### config.mk
export PLATFORM = sky130hd
export DESIGN_NAME = fft16_frame_ctrl
export DESIGN_NICKNAME = d
export VERILOG_FILES = /design/src/rtl/fft16_frame_ctrl.sv
export SDC_FILE = /design/constraint.sdc
export NUM_CORES = 2
export LEC_CHECK = 0
export ABC_AREA = 1
export CAP_MARGIN = 25
export CORE_AREA = 4 4 431 433
export DETAILED_ROUTE_END_ITERATION = 10
export DIE_AREA = 0 0 435 437
export GPL_ROUTABILITY_DRIVEN = 1
export PLACE_DENSITY_LB_ADDON = 0.25
export SYNTH_ARGS = -nofsm -noshare
export SYNTH_HDL_FRONTEND = slang
export SYNTH_SLANG_ARGS = --single-unit
### constraint.sdc
create_clock -name i_clk -period 2.6 [get_ports i_clk]
set_clock_uncertainty 0.2 [all_clocks]
set_input_delay 0.52 -clock i_clk [delete_from_list [all_inputs] [get_ports i_clk]]
set_output_delay 0.52 -clock i_clk [all_outputs]
set_load 0.05 [all_outputs]
### src/rtl/fft16_frame_ctrl.sv
// Frame sequencer for the 16-point FFT core: serial fill, parallel hand-off,
// fixed-latency capture, then serial drain with optional bit-reversed slot order.
module fft16_frame_ctrl #(
    parameter int N       = 16,
    parameter int FFT_LAT = 4,
    parameter bit BIT_REV = 1'b0
) (
    input  logic            i_clk,
    input  logic            i_rst,
    input  logic            s_valid,
    output logic            s_ready,
    input  logic [N-1:0]    s_re,
    input  logic [N-1:0]    s_im,
    output logic [32*N-1:0] fft_in_flat,
    output logic            fft_start,
    input  logic [32*N-1:0] fft_out_flat,
    output logic            m_valid,
    input  logic            m_ready,
    output logic [N-1:0]    m_re,
    output logic [N-1:0]    m_im,
    output logic [3:0]      m_index,
    output logic            m_last,
    output logic            busy
);
    localparam int SLOTS = 16;

    typedef enum logic [1:0] {FILL, WAIT, DRAIN} state_t;

    state_t                     state, state_nxt;
    logic [3:0]                 in_cnt, out_idx, rd_slot;
    logic [7:0]                 lat_cnt;
    logic [SLOTS-1:0][2*N-1:0]  in_buf, res_buf;
    logic                       in_fire, out_fire, lat_done;

    assign in_fire  = s_valid && (state == FILL);
    assign out_fire = m_ready && (state == DRAIN);
    // lat_cnt is 0 on the start cycle, so reaching 1 marks cycle T+FFT_LAT
    assign lat_done = (state == WAIT) && (lat_cnt == 8'd1);

    always_ff @(posedge i_clk) begin
        if (i_rst) state <= FILL;
        else       state <= state_nxt;
    end

    always_comb begin
        state_nxt = state;
        s_ready   = 1'b0;
        fft_start = 1'b0;
        m_valid   = 1'b0;
        busy      = 1'b0;
        case (state)
            FILL: begin
                s_ready = 1'b1;
                if (s_valid && (in_cnt == 4'd15)) state_nxt = WAIT;
            end
            WAIT: begin
                busy      = 1'b1;
                fft_start = (lat_cnt == 8'd0);
                if (lat_done) state_nxt = DRAIN;
            end
            DRAIN: begin
                busy    = 1'b1;
                m_valid = 1'b1;
                if (m_ready && (out_idx == 4'd15)) state_nxt = FILL;
            end
            default: state_nxt = FILL;
        endcase
    end

    always_ff @(posedge i_clk) begin
        if (i_rst) begin
            in_cnt  <= '0;
            out_idx <= '0;
            lat_cnt <= '0;
        end else begin
            if (in_fire)  in_cnt  <= in_cnt + 4'd1;
            if (out_fire) out_idx <= out_idx + 4'd1;
            if (fft_start)            lat_cnt <= 8'(FFT_LAT);
            else if (lat_cnt != 8'd0) lat_cnt <= lat_cnt - 8'd1;
        end
    end

    // Per-slot storage; each entry packs {im, re} so the bank maps 1:1 onto the flat bus
    always_ff @(posedge i_clk) begin
        if (i_rst) begin
            in_buf  <= '0;
            res_buf <= '0;
        end else begin
            for (int k = 0; k < SLOTS; k++) begin
                if (in_fire && (in_cnt == 4'(k))) in_buf[k] <= {s_im, s_re};
                if (lat_done) res_buf[k] <= fft_out_flat[2*k*N +: 2*N];
            end
        end
    end

    assign fft_in_flat = in_buf;
    assign rd_slot     = BIT_REV ? {out_idx[0], out_idx[1], out_idx[2], out_idx[3]} : out_idx;
    assign m_re        = res_buf[rd_slot][N-1:0];
    assign m_im        = res_buf[rd_slot][2*N-1:N];
    assign m_index     = out_idx;
    assign m_last      = (state == DRAIN) && (out_idx == 4'd15);

endmodule

==> summary.txt <==
Status - complete, but fails checks
Failing checks - setup timing
Core ar. - 182,000 µm²
Vias in the first global route - 41.1k
Drt total wl - 227 mm
GRT Util Overall - 22.5%
Power Internal - 27.5 mW
Worst stage delay on the critical path - 0.52 ns
Post-DP HPWL - 169 mm
Ports - 1,101
Cell taking the most area after synthesis - dfxtp_1
Router iterations before antenna repair - 5
Inst Count DP - 9,003
Die Y - 437 µm
Arrival @ worst endpoint - 2.72 ns
Buffer levels on the longest clock path - 3
Critical Path Fanout Max - 28
Post-synth top area share - 50.8%
Synth Instances - 5,642
CP Launch Type - flop
Port bufs - 1,100
Crit share post-route - 132%
Met2 Routed Length - 109 mm
Peak supply drop - 0.621 mV
Met3 wire len - 15.6 mm
Worst slew margin - 47.3%
CTS tree - done
Final hold vios - 0
Vias - 43.0k
Highest-count cells in the layout ignoring fill and taps - nor2_1 (2,246), dfxtp_1 (1,038), o21ai_0 (740)
CP top delay family - buffers and inverters
Crit. End Element - primary output
Detailed Route Iter0 Violations - 3,742
Crit Path Category - flop to primary output
Die Area - 190,000 µm²
Worst-Margin Slew - 0.791 ns
Power Density - 597 nW/µm²
Residual DRC - 0
Largest net degree at the start of global routing - 101
Clk pin slew, worst setup/hold paths - 0.06 ns
Top cells by area, synth - dfxtp_1 (51%), nor2_1 (21%), o21ai_0 (9.9%)
Row count - 157
Final Net Count - 7,362
Fin area - 62,200 µm²
Comb pwr share - 9.7%
Number of max-cap violations - 0
Most common cell after layout, fill and taps aside - nor2_1
Min-delay worst type - primary input to flop
Sw Ratio - 25.9%
Switch Pwr - 9.63 mW
Final Max Tran Viols - 0
RSZ-0062 raised after global routing - yes
Fill cell count - 19.4k
Post-DP Area - 56,600 µm²
Synth-to-layout area growth - 51.4%
Clock share of power - 46.5%
Max layer used - met4
CP max-delay cell - o211ai_1
# hold bufs at CTS - 0
Critical Path RT - 1.88 ns
Cell variety after synth - 27
Worst path cell trace - buf_12 > inv_16 > buf_12 > nor2_1 > o211ai_1 > nand3_1 > nand2_2 > buf_12
GRT overflow - 0
Max Fclk - 291 MHz
Die Span X - 435 µm
Layout cells sized above 1 - 13.2%
Non-filler cells, final - 9,309
Crit path top cell by count - buf_12
Met1 Wirelength - 88.9 mm
Warnings, synthesis - 0
Syn avg cell area - 7.28 µm²
Global-route wire length before repair - 311 mm
Seq/Total Area, Yosys - 50.8%
CP Buf/Inv Count - 4
Sequential power share - 43.8%
Worst-Skew Late Latency - 0.76 ns
Sum Neg Setup Slack - -21.64 ns
# clock sinks - 1,042
Final Wtd Congestion - 0.928
DR vias/cell - 4.61
Yosys reg bits - 1,042
CTS buffer count - 121
Routed len/inst - 24.3 µm
Reg2Reg Setup Slack - 0.03 ns
PnR worst setup slack - -0.842 ns
Leak - 25.3 nW
Antenna violations before repair - 34
Post-layout util - 34.1%
Final min period - 3.44 ns
Final ANT Viol Nets - 0
Cell area after synthesis - 41,100 µm²
Root Buffer - clkbuf_16
Initial Utilization - 22.5%
Synthesized net count - 6,201
H-tree levels - 3
Setup violators final - 34
==> registers in the layout, summed over array words and instances (netlist names) <==
name	count
res_buf	512
state	2
fft_in_flat	512
in_cnt	4
m_index	4
lat_cnt	8
==> final timing paths <==
| path | from | to | depth (start not counted) |
|---|---|---|---|
| hold reg to reg | fft_in_flat[105] | fft_in_flat[105] | 2 |
| setup reg to reg | lat_cnt[1] | lat_cnt[1] | 18 |
| hold / removal | s_re[4] | fft_in_flat[100] | 3 |
| setup / recovery | m_index[0] | m_im[11] | 8 |
==> power groups by stage <==
stage          clock [mW]  sequential (mW)  combinational [mW]
6_report             17.3             16.3                3.60
5_1_grt              18.3             16.3                3.80
4_1_cts              17.6             16.3                3.51
3_5_place_dp            0             16.6                3.55
3_3_place_gp            0             16.6                3.56
2_1_floorplan           0             17.0                1.02
==> Yosys cell counts <==
| master | n |
|---|---|
| a21oi_1 | 84 |
| buf_1 | 11 |
| buf_2 | 123 |
| buf_4 | 25 |
| buf_6 | 56 |
| clkbuf_1 | 242 |
| clkinv_1 | 1 |
| dfxtp_1 | 1042 |
| ha_1 | 11 |
| inv_1 | 108 |
| inv_2 | 18 |
| nand2_1 | 175 |
| nand3_1 | 38 |
| nand4_1 | 1 |
| nor2_1 | 2279 |
| nor2_2 | 1 |
| nor3_1 | 3 |
| nor3b_1 | 1 |
| nor4_1 | 2 |
| o211ai_1 | 64 |
| o21a_1 | 2 |
| o21ai_0 | 816 |
| o21ai_1 | 502 |
| o22ai_1 | 32 |
| or2_2 | 2 |
| xnor2_1 | 2 |
| xor2_1 | 1 |
==> worst reg2reg max path: stages (launching register included) <==
cell and delay (ns):
dfxtp_2 0.34, inv_2 0.09, ha_4 0.15, nand2_4 0.05, nor2_4 0.12, nand2_2 0.08
buf_6 0.12, buf_4 0.12, buf_4 0.12, buf_4 0.12, buf_4 0.12, buf_4 0.12
buf_4 0.12, buf_4 0.12, buf_4 0.12, buf_4 0.12, buf_4 0.13, nand2_4 0.06
nor2_1 0.05
==> metal layers <==
metal	vias up	global-route usage (%)
li1	20600	-
met4	0	11.6
met2	1602	38.2
met5	-	0
met1	20300	26.7
met3	390	4.73
==> cells by family (layout without fill, tap and decap cells) <==
kind of cell	count (synthesis)	count (layout)	synth area share, %
and+or+nand+nor	2502	2502	23.0
AOI/OAI and AO/OA	1500	1500	18.8
DFF	1042	1042	50.8
buffers and inverters	584	1846	6.97
adders and majority gates	11	11	0.335
xor gates and xnor gates	3	3	0.0640
other	0	20	0
==> what timing repair did <==
action	CTS	global route
pin swaps	88	61
setup buffers	32	14
resized for setup	754	122
endpoints found under the hold margin	0	0
cloned	11	9
endpoints found under the setup margin	503	37
==> metrics by stage <==
stage / power (mW) / hold WS, ns / worst slack, ns
global route: 38.3 / 0.117 / -0.839
global placement: 20.2 / 0.231 / -0.331
detailed placement: 20.2 / 0.234 / -0.276
floorplan: 18.1 / 0.230 / 0.0622
CTS: 37.4 / 0.0856 / -0.802
finish: 37.1 / 0.108 / -0.842
==> area by class of cell <==
type | count | area, µm² | share of cell area (%)
antenna | 20 | 50.0 | 0.0805
clock buffer | 183 | 3520 | 5.66
clock inverter | 41 | 514 | 0.827
inverter | 127 | 523 | 0.841
multi-input combinational | 4016 | 18200 | 29.3
sequential | 1042 | 20900 | 33.6
tap | 2385 | 2980 | 4.80
timing repair buffer | 1495 | 15500 | 24.9
Note: power is estimated with default switching activity, not from simulation.
